**src/rtl/riscv_pkg.sv**
```systemverilog
// Shared types and constants for the RV32 memory-stage access path.
// Holds the access FSM encoding, funct3 size codes and the alignment rule.
package riscv_pkg;

  typedef enum logic [1:0] {
    IDLE = 2'd0,
    BUSY = 2'd1,
    DONE = 2'd2
  } mem_state_t;

  localparam logic [2:0] F3_B  = 3'b000;
  localparam logic [2:0] F3_H  = 3'b001;
  localparam logic [2:0] F3_W  = 3'b010;
  localparam logic [2:0] F3_BU = 3'b100;
  localparam logic [2:0] F3_HU = 3'b101;

  // funct3[1:0] encodes the access size for loads and stores alike.
  function automatic logic isMisaligned(input logic [2:0] funct3, input logic [1:0] offset);
    case (funct3[1:0])
      2'b01:   return offset[0];
      2'b10:   return offset != 2'b00;
      default: return 1'b0;
    endcase
  endfunction

endpackage

```
**src/rtl/dmem_access_ctrl_if.sv**
```systemverilog
// Data-bus req/ack interface between the M-stage initiator and the memory slave.
interface dmem_access_ctrl_if;
  logic        bus_req;
  logic        bus_we;
  logic [31:0] bus_addr;
  logic [31:0] bus_wdata;
  logic [3:0]  bus_be;
  logic        bus_ack;
  logic [31:0] bus_rdata;

  modport master (
    output bus_req, bus_we, bus_addr, bus_wdata, bus_be,
    input  bus_ack, bus_rdata
  );

  modport slave (
    input  bus_req, bus_we, bus_addr, bus_wdata, bus_be,
    output bus_ack, bus_rdata
  );
endinterface

```
**src/rtl/dmem_lane_fmt.sv**
```systemverilog
// Byte-lane formatting: load extract/extend and store byte-enable/replication.
// Purely combinational so it can be reused by the instruction-side fetch.
module dmem_lane_fmt
  import riscv_pkg::*;
(
  input  logic [2:0]  ldFunct3,
  input  logic [1:0]  ldOffset,
  input  logic [31:0] ldWord,
  output logic [31:0] ldData,
  input  logic        stWe,
  input  logic [2:0]  stFunct3,
  input  logic [1:0]  stOffset,
  input  logic [31:0] stData,
  output logic [3:0]  stBe,
  output logic [31:0] stWdata
);

  logic [31:0] ldShifted;
  logic [7:0]  ldByte;
  logic [15:0] ldHalf;

  assign ldShifted = ldWord >> {ldOffset, 3'b000};
  assign ldByte    = ldShifted[7:0];
  assign ldHalf    = ldOffset[1] ? ldWord[31:16] : ldWord[15:0];

  always_comb begin
    // NOTE: every output gets a default before the case so no latch is inferred.
    ldData = ldWord;
    case (ldFunct3)
      F3_B:    ldData = {{24{ldByte[7]}}, ldByte};
      F3_BU:   ldData = {24'h0, ldByte};
      F3_H:    ldData = {{16{ldHalf[15]}}, ldHalf};
      F3_HU:   ldData = {16'h0, ldHalf};
      default: ldData = ldWord;
    endcase
  end

  always_comb begin
    stBe    = 4'b1111;
    stWdata = stData;
    if (stWe) begin
      case (stFunct3[1:0])
        2'b00: begin
          stBe    = 4'b0001 << stOffset;
          stWdata = {4{stData[7:0]}};
        end
        2'b01: begin
          stBe    = 4'b0011 << stOffset;
          stWdata = {2{stData[15:0]}};
        end
        default: begin
          stBe    = 4'b1111;
          stWdata = stData;
        end
      endcase
    end
  end

endmodule

```
**src/rtl/dmem_access_ctrl.sv**
```systemverilog
// M-stage data-memory initiator: runs a req/ack bus transaction per load/store,
// stalls the pipeline until it completes, and formats load/store lanes.
module dmem_access_ctrl
  import riscv_pkg::*;
#(
  parameter  int TIMEOUT_CYCLES = 255,
  localparam int TMO_W          = $clog2(TIMEOUT_CYCLES + 1)
) (
  input  logic                    clk,
  input  logic                    reset_n,
  input  logic                    MemReqM,
  input  logic                    MemWriteM,
  input  logic [2:0]              Funct3M,
  input  logic [31:0]             ALUResultM,
  input  logic [31:0]             WriteDataM,
  output logic [31:0]             ReadDataM,
  output logic                    MemStallM,
  output logic                    MisalignM,
  output logic                    BusErrM,
  dmem_access_ctrl_if.master      bus
);

  mem_state_t       state;
  logic [TMO_W-1:0] tmoCnt;
  logic [TMO_W-1:0] tmoNext;
  logic [31:0]      rdataQ;
  logic             errQ;
  logic [2:0]       ldFunct3Q;
  logic [1:0]       ldOffsetQ;

  logic             misaligned;
  logic             startAccess;
  logic             timedOut;
  logic [31:0]      ldData;
  logic [3:0]       stBe;
  logic [31:0]      stWdata;

  assign misaligned  = isMisaligned(Funct3M, ALUResultM[1:0]);
  assign startAccess = (state == IDLE) && MemReqM && !misaligned;
  assign MisalignM   = (state == IDLE) && MemReqM && misaligned;
  assign MemStallM   = (state == BUSY) || startAccess;

  assign tmoNext  = tmoCnt + 1'b1;
  assign timedOut = (tmoNext == TMO_W'(TIMEOUT_CYCLES));

  // Load formatting uses the size/offset captured at issue, not the live inputs.
  dmem_lane_fmt u_lane_fmt (
    .ldFunct3 (ldFunct3Q),
    .ldOffset (ldOffsetQ),
    .ldWord   (rdataQ),
    .ldData   (ldData),
    .stWe     (MemWriteM),
    .stFunct3 (Funct3M),
    .stOffset (ALUResultM[1:0]),
    .stData   (WriteDataM),
    .stBe     (stBe),
    .stWdata  (stWdata)
  );

  assign ReadDataM = (state == DONE) ? ldData : 32'h0;
  assign BusErrM   = (state == DONE) && errQ;

  // NOTE: sequential state uses non-blocking assignments; async reset clears every register.
  always_ff @(posedge clk or negedge reset_n) begin
    if (!reset_n) begin
      state         <= IDLE;
      bus.bus_req   <= 1'b0;
      bus.bus_we    <= 1'b0;
      bus.bus_addr  <= 32'h0;
      bus.bus_wdata <= 32'h0;
      bus.bus_be    <= 4'h0;
      rdataQ        <= 32'h0;
      errQ          <= 1'b0;
      tmoCnt        <= '0;
      ldFunct3Q     <= F3_W;
      ldOffsetQ     <= 2'b00;
    end else begin
      case (state)
        IDLE: begin
          if (startAccess) begin
            bus.bus_req   <= 1'b1;
            bus.bus_we    <= MemWriteM;
            bus.bus_addr  <= {ALUResultM[31:2], 2'b00};
            bus.bus_be    <= stBe;
            bus.bus_wdata <= stWdata;
            tmoCnt        <= '0;
            errQ          <= 1'b0;
            rdataQ        <= 32'h0;
            ldFunct3Q     <= Funct3M;
            ldOffsetQ     <= ALUResultM[1:0];
            state         <= BUSY;
          end
        end
        BUSY: begin
          tmoCnt <= tmoNext;
          // Ack has priority over a timeout landing in the same cycle.
          if (bus.bus_ack) begin
            rdataQ      <= bus.bus_rdata;
            errQ        <= 1'b0;
            bus.bus_req <= 1'b0;
            state       <= DONE;
          end else if (timedOut) begin
            rdataQ      <= 32'h0;
            errQ        <= 1'b1;
            bus.bus_req <= 1'b0;
            state       <= DONE;
          end
        end
        DONE:    state <= IDLE;
        default: state <= IDLE;
      endcase
    end
  end

endmodule

```
**src/flat_wrapper.sv**
```systemverilog
// flat-port wrapper written by rule: the top's interface ports become plain ports
module dmem_access_ctrl_flat import riscv_pkg::*;
#(
  parameter  int TIMEOUT_CYCLES = 255,
  localparam int TMO_W          = $clog2(TIMEOUT_CYCLES + 1)
)
  (clk, reset_n, MemReqM, MemWriteM, Funct3M, ALUResultM, WriteDataM, ReadDataM, MemStallM, MisalignM, BusErrM, bus_bus_req, bus_bus_we, bus_bus_addr, bus_bus_wdata, bus_bus_be, bus_bus_ack, bus_bus_rdata);
  dmem_access_ctrl_if bus_i ();
  input  logic clk;
  input  logic reset_n;
  input  logic MemReqM;
  input  logic MemWriteM;
  input  logic [2:0] Funct3M;
  input  logic [31:0] ALUResultM;
  input  logic [31:0] WriteDataM;
  output logic [31:0] ReadDataM;
  output logic MemStallM;
  output logic MisalignM;
  output logic BusErrM;
  output wire logic [$bits(bus_i.bus_req)-1:0] bus_bus_req;
  output wire logic [$bits(bus_i.bus_we)-1:0] bus_bus_we;
  output wire logic [$bits(bus_i.bus_addr)-1:0] bus_bus_addr;
  output wire logic [$bits(bus_i.bus_wdata)-1:0] bus_bus_wdata;
  output wire logic [$bits(bus_i.bus_be)-1:0] bus_bus_be;
  input wire logic [$bits(bus_i.bus_ack)-1:0] bus_bus_ack;
  input wire logic [$bits(bus_i.bus_rdata)-1:0] bus_bus_rdata;
  assign bus_bus_req = bus_i.bus_req;
  assign bus_bus_we = bus_i.bus_we;
  assign bus_bus_addr = bus_i.bus_addr;
  assign bus_bus_wdata = bus_i.bus_wdata;
  assign bus_bus_be = bus_i.bus_be;
  assign bus_i.bus_ack = bus_bus_ack;
  assign bus_i.bus_rdata = bus_bus_rdata;
  dmem_access_ctrl #(.TIMEOUT_CYCLES(TIMEOUT_CYCLES)) u_core (.clk(clk), .reset_n(reset_n), .MemReqM(MemReqM), .MemWriteM(MemWriteM), .Funct3M(Funct3M), .ALUResultM(ALUResultM), .WriteDataM(WriteDataM), .ReadDataM(ReadDataM), .MemStallM(MemStallM), .MisalignM(MisalignM), .BusErrM(BusErrM), .bus(bus_i));
endmodule
```
**config.mk**
```make
export PLATFORM = sky130hd
export DESIGN_NAME = dmem_access_ctrl_flat
export DESIGN_NICKNAME = d
export VERILOG_FILES = /design/src/rtl/riscv_pkg.sv /design/src/rtl/dmem_access_ctrl_if.sv /design/src/rtl/dmem_lane_fmt.sv /design/src/rtl/dmem_access_ctrl.sv /design/src/flat_wrapper.sv
export SDC_FILE = /design/constraint.sdc
export NUM_CORES = 1
export LEC_CHECK = 0
export CAP_MARGIN = 20
export CORE_MARGIN = 3
export CORE_UTILIZATION = 49
export CTS_CLUSTER_SIZE = 24
export DETAILED_ROUTE_END_ITERATION = 10
export MAX_ROUTING_LAYER = met4
export PLACE_DENSITY = 0.82
export SYNTH_ARGS = -nofsm -noshare
export SYNTH_HDL_FRONTEND = slang
export SYNTH_SLANG_ARGS = --single-unit
```
**constraint.sdc**
```tcl
create_clock -name clk -period 3.45 [get_ports clk]
set_input_delay 0.69 -clock clk [delete_from_list [all_inputs] [get_ports clk]]
set_output_delay 0.69 -clock clk [all_outputs]
set_load 0.01 [all_outputs]
```
# [After elaboration in Yosys (flattened, before gate mapping)]
# Index checks and enable logic that the tools add are counted.
# Widths: inputs -> output; s select.
[word_totals] memories=0 latch_bits=0 mem_bits_rw=0 rom_bits=0 regBits=116 wordCells=66
[classes] shift=3 n_lt_le_gt_ge=0 n_addsub=1 eq_ne=10 mul=0 div=0 muxes=26 n_bitwise=0 n_reduce_logical=15
[op_table] operator="$mux 32" n=5
[op_table] operator="$pmux 32 s2" n=2
[op_table] operator="$pmux 32 s4" n=1
[op_table] operator="$shr 32x5->8" n=1
[op_table] operator="$mux 16" n=1
[op_table] operator="$pmux 8 s2" n=1
[op_table] operator="$add 8x1->8 const B" n=1
[op_table] operator="$eq 8x8->1 const B" n=1
[op_table] operator="$mux 8" n=1
[op_table] operator="$pmux 4 s2" n=1
[op_table] operator="$eq 3x3->1 const B" n=2
[op_table] operator="$mux 1" n=6
[op_table] operator="$mux 2" n=3
[op_table] operator="$pmux 1 s2" n=3
[op_table] operator="$reduce_and 2->1" n=3
[op_table] operator="$eq 2x1->1 const B" n=2
[op_table] operator="$eq 2x2->1 const B" n=2
[op_table] operator="$logic_and 1x1->1" n=4
[op_table] operator="$logic_not 2->1" n=2
[op_table] operator="$mux 4" n=1
[op_table] operator="$pmux 2 s2" n=1
[op_table] operator="$reduce_bool 2->1" n=2
[op_table] operator="$shl 1x2->4 const A" n=1
[op_table] operator="$shl 2x2->4 const A" n=1
[op_table] operator="7 further kinds" n=7

# [Longest topological paths before layout]
[logic_depth] word_depth=6 depth_mapped=9

# [Cells and area by module]
# Synthesis repeated with hierarchy kept, for this count alone.
[unflattened] cells_unflattened=775 hier_area_um2=6343.6
[by_module_without_submodules] mod="dmem_access_ctrl" n_inst=1 cells_per_inst=573 area_each_um2=5104.9 seq_area_each_um2=2904.0
[by_module_without_submodules] mod="dmem_lane_fmt" n_inst=1 cells_per_inst=202 area_each_um2=1238.7 seq_area_each_um2=0.0

# [Worst setup path before layout]
# Ideal clock, no wire load.
[synth_path] path_type="in2out" start="input port Funct3M[1]" end="output port MemStallM" cell_stages=6 n_path_buf=0 setup_slack_ns=1.057 t_arrival_ns=1.703 cell_sequence="inv_1 > ha_1 > and2_1 > o21ai_4 > a31oi_1 > inv_1"
[synth_via] elab_chain_cells=5
[synth_rtl] element="from (decl)" line="flat_wrapper.sv:13" text="input logic [2:0] Funct3M;"
[synth_rtl] element="$eq 2x2->1 or $eq 2x1->1 (tied branches)" line="riscv_pkg.sv:19" text="case (funct3[1:0])"
[synth_rtl] element="$pmux 1 s2 (*)" line="riscv_pkg.sv:19"
[synth_rtl] element="$logic_not 1->1 (*)" line="dmem_access_ctrl.sv:39" text="assign startAccess = (state == IDLE) && MemReqM && !misaligned;"
[synth_rtl] element="$logic_and 1x1->1 (*)" line="dmem_access_ctrl.sv:39"
[synth_rtl] element="$logic_or 1x1->1 (*)" line="dmem_access_ctrl.sv:41" text="assign MemStallM = (state == BUSY) || startAccess;"
[synth_rtl] element="to (decl)" line="flat_wrapper.sv:17" text="output logic MemStallM;"
# Every way passes the cells marked *; elsewhere a longest branch is shown, timed or not.

# [Final worst setup path]
[layout_path] start="register u_core.ldOffsetQ[1]" end="output port ReadDataM[31]"
[layout_via] elab_chain_cells=3
[layout_rtl] element="from (decl)" line="dmem_access_ctrl.sv:29" text="logic [1:0] ldOffsetQ;"
[layout_rtl] element="from (signal assigned)" line="dmem_access_ctrl.sv:90" text="ldOffsetQ <= ALUResultM[1:0];"
[layout_rtl] element="$shr 32x5->8 or $mux 16 (tied branches)" line="dmem_lane_fmt.sv:22, dmem_lane_fmt.sv:24"
[layout_rtl] element="$pmux 32 s4 (*)" line="dmem_lane_fmt.sv:29" text="case (ldFunct3)"
[layout_rtl] element="$mux 32 (*)" line="dmem_access_ctrl.sv:60" text="assign ReadDataM = (state == DONE) ? ldData : 32'h0;"
[layout_rtl] element="to (decl)" line="flat_wrapper.sv:16" text="output logic [31:0] ReadDataM;"
# Marks and branches as above.

==> flow_metrics.tcl <==
set metrics [dict create \
    run_status "finished clean" \
    slew_violations 0 \
    synthMuxAreaShare 0.1070 \
    placed_area_sq_um 8063 \
    antenna_left 0 \
    cp.arrival_ps 2640 \
    ys.flop_type "dfrtp_1" \
    crit_type "reg -> out" \
    die_width_um 115.6 \
    clock_path_buffers 2 \
    hold_path.class "in -> async" \
    gp_congestion 0.8855 \
    min_period_over_period 0.9641 \
    yosys.area_share.simple 0.1393 \
    drt_iter0_drc 568 \
    routed_wl_mm 19.30 \
    synth_cells 591 \
    grt_use_total 0.3001 \
    peakVddDrop_mv 0.5607 \
    synth_cell_type_count 49 \
    netlist_area_sq_um 5882 \
    timing.fmax_ghz 0.3007 \
    ys_async_sr_fraction 1.000 \
    gr-total-overflow 0 \
    worst_clock_skew_ps 8.593 \
    syn_area_per_cell_sq_um 9.952 \
    grt_pass1_wl_mm 30.16 \
    drive_above_1_share 0.1413 \
    die_area_sq_um 13350 \
    cts_sinks 116 \
    power.leakage_nw 3.623 \
    io_pins 209 \
    critPathCaptureType "output pin" \
    htreeDepth 4 \
    grt_setup_unrepaired "no" \
    yosysWarningCount 0 \
    antenna_found_initial 0 \
    start_kind "flop" \
    slowest_stage "clkdlybuf4s50_1" \
    tightest_slew_ps 701.0 \
    ys_ff_latch 116 \
    powerDensity_nw_per_um2 830.7 \
    routed_via_density 6.041 \
    synthTopCellsByArea "dfrtp_1, mux2_2, nand3_1" \
    clock_latency_ps 420 \
    synth_top_family_by_area "compound AO/OA/AOI/OAI gates" \
    max-cap-violations 0 \
    synth_adder_area_share 0.01064 \
    grt_pass1_vias 5929 \
    hold_violations 0 \
    hpwl_mm 13.12 \
    core_region_area_sq_um 11560 \
    setup-tns-final_ps 0 \
    port_buffers 206 \
    required_ps 2760 \
    nNetsFinal 896 \
    tritoncts "done" \
    setup_viol 0 \
    min_period_ps 3326 \
    floorplan.initialDensity 0.5086 \
    synth_edf_count 0 \
    yosysTopAreaCell "dfrtp_1" \
    cp_max_fo 16 \
    cts_root_buffer "clkbuf_16" \
    crit_chain "mux2_1 -> nor2_1 -> a211oi_1 -> o21ai_4 -> a21oi_1 -> clkdlybuf4s50_1" \
    cpPeakStageDelay_ps 590 \
    slew-limit-headroom 0.5327 \
    die_h_um 115.6 \
    area_growth_pct 48.25 \
    drtPass1Iterations 7 \
    vias 5697 \
    cts_buffers 17 \
    insertedDiodeCount 0 \
    design_area_sq_um 8720 \
    synth_xor_area_frac 0.001489 \
    rows 39 \
    grt_max_degree 65 \
    synth_compound_area_frac 0.1815 \
    whs_ps 317.8 \
    yosysTopAreaCellShare 0.4893 \
    drc 0 \
    clk_pin_slew_ps 60 \
    wl_per_cell_um 20.47 \
    ys_seq_area_frac 0.4937 \
]
cells by family after synthesis:
| logic type | Yosys count |
|---|---|
| AND/OR/NAND/NOR | 173 |
| AO/OA/AOI/OAI | 152 |
| flip-flops | 116 |
| buffers and inverters | 88 |
| multiplexers | 55 |
| adder cells (fa/ha/maj) | 5 |
| other | 1 |
| XOR/XNOR | 1 |
stage by stage:
step                  util  total power (W)  setup WS, ps  instances
global placement    0.6972         0.005158         113.5        910
CTS                 0.7520         0.007211         6.535        942
finish              0.7540         0.007243         124.0        943
detailed placement  0.6972         0.005265         69.60        910
global route        0.7540         0.007608         33.52        943
floorplan                -         0.003832          1057        592
cell type report:
cell class,count,area [sq um]
Clock inverter,10,152.6
Timing Repair Buffer,226,2250
Tap cell,143,178.9
Clock buffer,22,474.2
Multi-Input combinational cell,388,2615
Fill cell,778,2845
Sequential cell,116,2907
Inverter,38,142.6
worst max-delay path: cells and delay by family, from the launching register on:
| family | cells | cell delay, ps |
|---|---|---|
| compound gates | 3 | 840 |
| buf+inv | 1 | 590 |
| flops | 1 | 450 |
| mux | 1 | 280 |
| simple gates | 1 | 50 |
sequential cells by signal, summed over array words and instances (netlist names):
signal / flops
u_core.errQ: 1
u_core.bus.bus_req: 1
u_core.ldFunct3Q: 3
u_core.bus.bus_be: 4
u_core.bus.bus_wdata: 32
u_core.rdataQ: 32
u_core.bus.bus_addr: 30
u_core.bus.bus_we: 1
u_core.state: 2
u_core.tmoCnt: 8
u_core.ldOffsetQ: 2
what timing repair did:
action | 4_1_cts | 5_1_grt
hold buffers | 0 | 0
pin swaps | 0 | 0
setup endpoints to repair | 10 | 20
cloned | 0 | 0
buffers inserted | 0 | 1
resized for setup | 2 | 5
placed cells by master, fill, tap and decap left out, types with 7 or more instances in the layout:
cell type	Yosys	final
buf_4	3	18
a221o_1	17	17
a31oi_1	10	10
mux2_2	42	42
o21ai_0	34	34
a21oi_1	25	23
o211ai_1	32	32
nor2_1	40	40
a22oi_1	8	8
dfrtp_1	115	113
nand2_1	42	42
nand3_1	67	67
mux2i_1	10	10
clkbuf_16	0	17
clkdlybuf4s50_1	0	204
a221oi_1	7	7
inv_1	38	38
Yosys cell counts (16+ instances only):
master	n
o21ai_0	34
nand3_1	67
nand2_1	42
buf_2	16
inv_1	38
o211ai_1	32
a21oi_1	25
mux2_2	42
nor2_1	40
dfrtp_1	115
clkbuf_1	21
a221o_1	17
where the power goes:
group | switching (W) | internal (W) | leakage [nW]
clock network | 0.000621 | 0.00126 | 0.310
registers | 0.000516 | 0.00194 | 1.43
logic | 0.00141 | 0.00150 | 1.88
final timing paths:
| kind | start | endpoint | slack, ps | depth (start not counted) |
|---|---|---|---|---|
| setup / recovery | u_core.ldOffsetQ[1] | ReadDataM[31] | 120 | 6 |
| hold / removal | reset_n | u_core.rdataQ[0] | 320 | 1 |
| setup reg to reg | u_core.tmoCnt[1] | u_core.rdataQ[28] | 1270 | 7 |
| hold reg to reg | u_core.bus.bus_wdata[23] | u_core.bus.bus_wdata[23] | 480 | 2 |
| max in group asynchronous | reset_n | u_core.ldFunct3Q[1] | 2300 | 2 |
| min in group clk | u_core.bus.bus_wdata[23] | u_core.bus.bus_wdata[23] | 480 | 2 |
layer usage:
layer	vias up	wire length [um]	global-route usage
li1	2527	-	-
met1	2791	7429	0.3622
met2	332	9399	0.4684
met3	47	1963	0.09869
met4	0	510	0.1174
met5	-	0	-
Note: power is estimated with default switching activity, not from simulation.
==> RTL edit 1: new RTL, same settings <==
Encoding of `mem_state_t`: now one-hot (3 bits for 3 states).
--- a/src/rtl/riscv_pkg.sv
+++ b/src/rtl/riscv_pkg.sv
@@ -4,6 +4,6 @@
 
-  typedef enum logic [1:0] {
-    IDLE = 2'd0,
-    BUSY = 2'd1,
-    DONE = 2'd2
+  typedef enum logic [2:0] {
+    IDLE = 3'b001,
+    BUSY = 3'b010,
+    DONE = 3'b100
   } mem_state_t;
Check against the original RTL: same outputs for any inputs over 4 cycles, from zero or initial values and one cycle with reset_n low; so few cycles prove little.
==> RTL edit 1 against the unedited design <==
  * Worst setup slack got worse by 13 ps
  * Routed wire length increased by 4.5%
  * Count of clock-buffer cells in the layout fell by 3
  * Total power increased by 0.59%
  * Area after synthesis up 8.4%
  * Largest power group unchanged
  * Sequential cell count is 1 higher
  * Cell area grew 5.1%
  * Critical endpoint is now ReadDataM[21]
  * Non-clock buffer count increased by 3
  * Global-route usage fell by 1.2 points
  * Highest routed layer unchanged
==> RTL edit 1: results <==
[critical_path]
reg2reg_from = u_core.state[0]$_DFFE_PN1P_
cp.arrival_ps = 2650
timing.rr.end = u_core.bus.bus_wdata[8]$_DFFE_PN0P_

[status]
run_status = complete, no violations

[cells_and_area]
fillers = 988
drive_gt1_share_pct = 8.06
finalNetCount = 1039

[yosys]
avgSynthCellArea_um2 = 8.57
ys_seq_area_share_pct = 46.0
synth_cell_types = 53
synth-compound-area-share_pct = 21.2
yosys-top-cells-count = nand2_1, dfrtp_1, o21ai_0
synth_xor_xnor_area_share_pct = 0.137
synthMuxAreaShare_pct = 2.47
synth_area_leaders = dfrtp_1, nand2_1, a2bb2oi_1, a32oi_1, o21ai_0

[grt]
met2_usage_pct = 46.9
grt_max_degree = 73
use_met1_pct = 36.9
grt_first_pass_wirelength_mm = 32.2
antenna_found_initial = 0
grt_use_total_pct = 28.8
met3_usage_pct = 7.02

[detailed_routing]
detail_route.first_pass.iterations = 6
vias_per_cell = 5.74
drt_iter0_markers = 826
routed_wl_mm = 20.2
wl_per_cell_um = 18.1

[sta]
skew_ps = 6.89
maxSlewHeadroom_pct = 39.0

[place]
dp_cells = 1083
place_congestion = 0.927
hpwl_mm = 13.9

[power_and_ir_drop]
peakVddDrop_uv = 554
RTL edit 1: cell types whose count changed after synthesis, moves of 11 or more:
cell	unedited run	this run
nor3_1	3	32
mux2_2	42	2
nand2_1	42	226
a32oi_1	0	32
clkbuf_1	21	33
o211ai_1	32	1
nand3_1	67	6
nor2_1	40	29
a2bb2oi_1	0	32
RTL edit 1: layer usage:
layer | share of wire, % | up-vias
li1 | - | 2983
met2 | 49 | 297
met3 | 8.0 | 26
met5 | 0 | -
met1 | 42 | 3094
met4 | 1.3 | 0
RTL edit 1: worst max-delay path, delay by kind of cell, from the launching register on:
| kind | cells | cell delay [ps] |
|---|---|---|
| flip-flops | 1 | 450 |
| multiplexers | 1 | 190 |
| AND/OR/NAND/NOR | 1 | 370 |
| AO/OA/AOI/OAI | 3 | 650 |
| buffers and inverters | 1 | 590 |
RTL edit 1: report_power, final:
| part | total, µW | switching (µW) | internal (µW) |
|---|---|---|---|
| Clock | 1800 | 633 | 1170 |
| Combinational | 2990 | 1520 | 1470 |
| Sequential | 2500 | 509 | 1990 |
RTL edit 1: area by class of cell:
class,instances,share of cell area [%]
Clock buffer,19,4.94
Clock inverter,13,1.69
Inverter,31,1.27
Multi-Input combinational cell,534,33.0
Sequential cell,117,32.0
Tap cell,172,2.35
Timing Repair Buffer,229,24.8
RTL edit 1: worst max-delay path by stage:
stage                          to
floorplan               MemStallM
global placement        MemStallM
detailed placement      MemStallM
CTS                 ReadDataM[21]
global route            MemStallM
finish              ReadDataM[21]
RTL edit 1: kinds of logic (layout without fill, tap and decap cells):
logic type,count (synthesis),after routing
flip-flops,117,117
multiplexers,13,13
AND/OR/NAND/NOR,330,330
adder cells (fa/ha/maj),5,5
XOR/XNOR,1,1
buffers and inverters,94,292
AO/OA/AOI/OAI,183,183
other,1,2
RTL edit 1: timing repair:
action                                  4_1_cts  5_1_grt
endpoints found under the setup margin        1        0
buffers inserted                              0        0
gates resized for setup                       1        0
RTL edit 1: per-stage QoR:
stage          area, µm²  hold slack, ps  worst slack (ps)
2_1_floorplan       6380             394               995
3_3_place_gp        8550             449               182
3_5_place_dp        8550             463               167
4_1_cts             9160             447               138
5_1_grt             9160             478              43.0
6_report            9160             408               111
==> RTL edit 2: new RTL, same settings <==
Made on the original files. `TIMEOUT_CYCLES` is set to 255 in 2 places; all go to 510.
--- a/src/rtl/dmem_access_ctrl.sv
+++ b/src/rtl/dmem_access_ctrl.sv
@@ -5,3 +5,3 @@
 #(
-  parameter  int TIMEOUT_CYCLES = 255,
+  parameter  int TIMEOUT_CYCLES = 510,
   localparam int TMO_W          = $clog2(TIMEOUT_CYCLES + 1)
--- a/src/flat_wrapper.sv
+++ b/src/flat_wrapper.sv
@@ -3,3 +3,3 @@
 #(
-  parameter  int TIMEOUT_CYCLES = 255,
+  parameter  int TIMEOUT_CYCLES = 510,
   localparam int TMO_W          = $clog2(TIMEOUT_CYCLES + 1)
Formal check against the unedited RTL: no difference found for any inputs over 4 cycles, from zero or initial values and one cycle with reset_n low; that may be too few to reach the edited logic, so the function may still have changed.
==> RTL edit 2 against the unedited design <==
  * Count of clock-buffer cells in the layout is 2 lower
  * Area after synthesis rose by 2.0%
  * Register-to-register slack lost 250 ps
  * Sequential cell count rose by 1
  * Total power is 7.2% lower
  * Core utilization fell by 0.92 points
  * Die area grew 1.9%
  * Cell area barely moved
  * Critical path depth increased by 1
  * Routed wire length is 6.0% lower
  * Worst setup slack lost 26 ps
  * Largest cell class unchanged
==> RTL edit 2: results <==
[power_and_ir_drop]
power_uw = 6720
leakage_uw = 0.00366
switching_share_pct = 35.0
peakVddDrop_uv = 617
p_comb_uw = 2680

[place]
dp_slack_ps = 106
dp_cells = 934

[detailed_routing]
drt_iter0_markers = 397
vias_per_cell = 5.65
routed_wl_mm = 18.1

[critical_path]
reg2reg_from = u_core.tmoCnt[0]$_DFFE_PN0P_
cp-startpoint = Funct3M[1]
cp-endpoint = MemStallM
critPathTopFamily = buffers and inverters
r2r_slack_ps = 1020

[cells_and_area]
finalNetCount = 919
final_cell_count_no_fill = 966

[grt]
grt_first_pass_wirelength_mm = 28.6
grt_pass1_vias = 5672
grt_use_total_pct = 28.5

[yosys]
ys_seq_area_share_pct = 48.8
synth_fa_ha_area_share_pct = 1.04
synth_cell_types = 55
synth_xor_xnor_area_share_pct = 0.146
synth_cells = 617

[sta]
finalCritPeriodShare_pct = 97.2
hold_slack_ps = 321

[cts]
postCtsResizedCells = 0

[status]
run_status = complete, no violations
-- RTL edit 2: cell types whose count changed after synthesis, moves of 19 or more --
cell,delta
nand2_1,+74
nor2_1,-21
o21ai_2,+29
nand3_1,-61
a21oi_1,+25
o21ai_0,+19
o211ai_1,-31
-- RTL edit 2: metal layers --
layer	share of wire (%)	global-route usage, %	vias up
met5	0	-	-
li1	-	-	2520
met4	2.7	11.4	0
met1	38	32.0	2625
met2	51	46.1	261
met3	8.6	10.6	50
-- RTL edit 2: worst reg2reg max path, cell delays in order, from the launching register on --
cell and delay (ps):
dfrtp_1 520, ha_1 440, nand4_2 220, xnor2_1 180, a31oi_1 170, nor4_4 330, buf_12 280, o21ai_0 160
-- RTL edit 2: area by class of cell --
class,instances,area (µm²),area share (%)
Timing Repair Buffer,221,2200,25.2
Sequential cell,117,2930,33.6
Tap cell,143,179,2.05
Clock buffer,20,447,5.12
Multi-Input combinational cell,422,2720,31.2
Inverter,31,116,1.33
Clock inverter,12,131,1.51
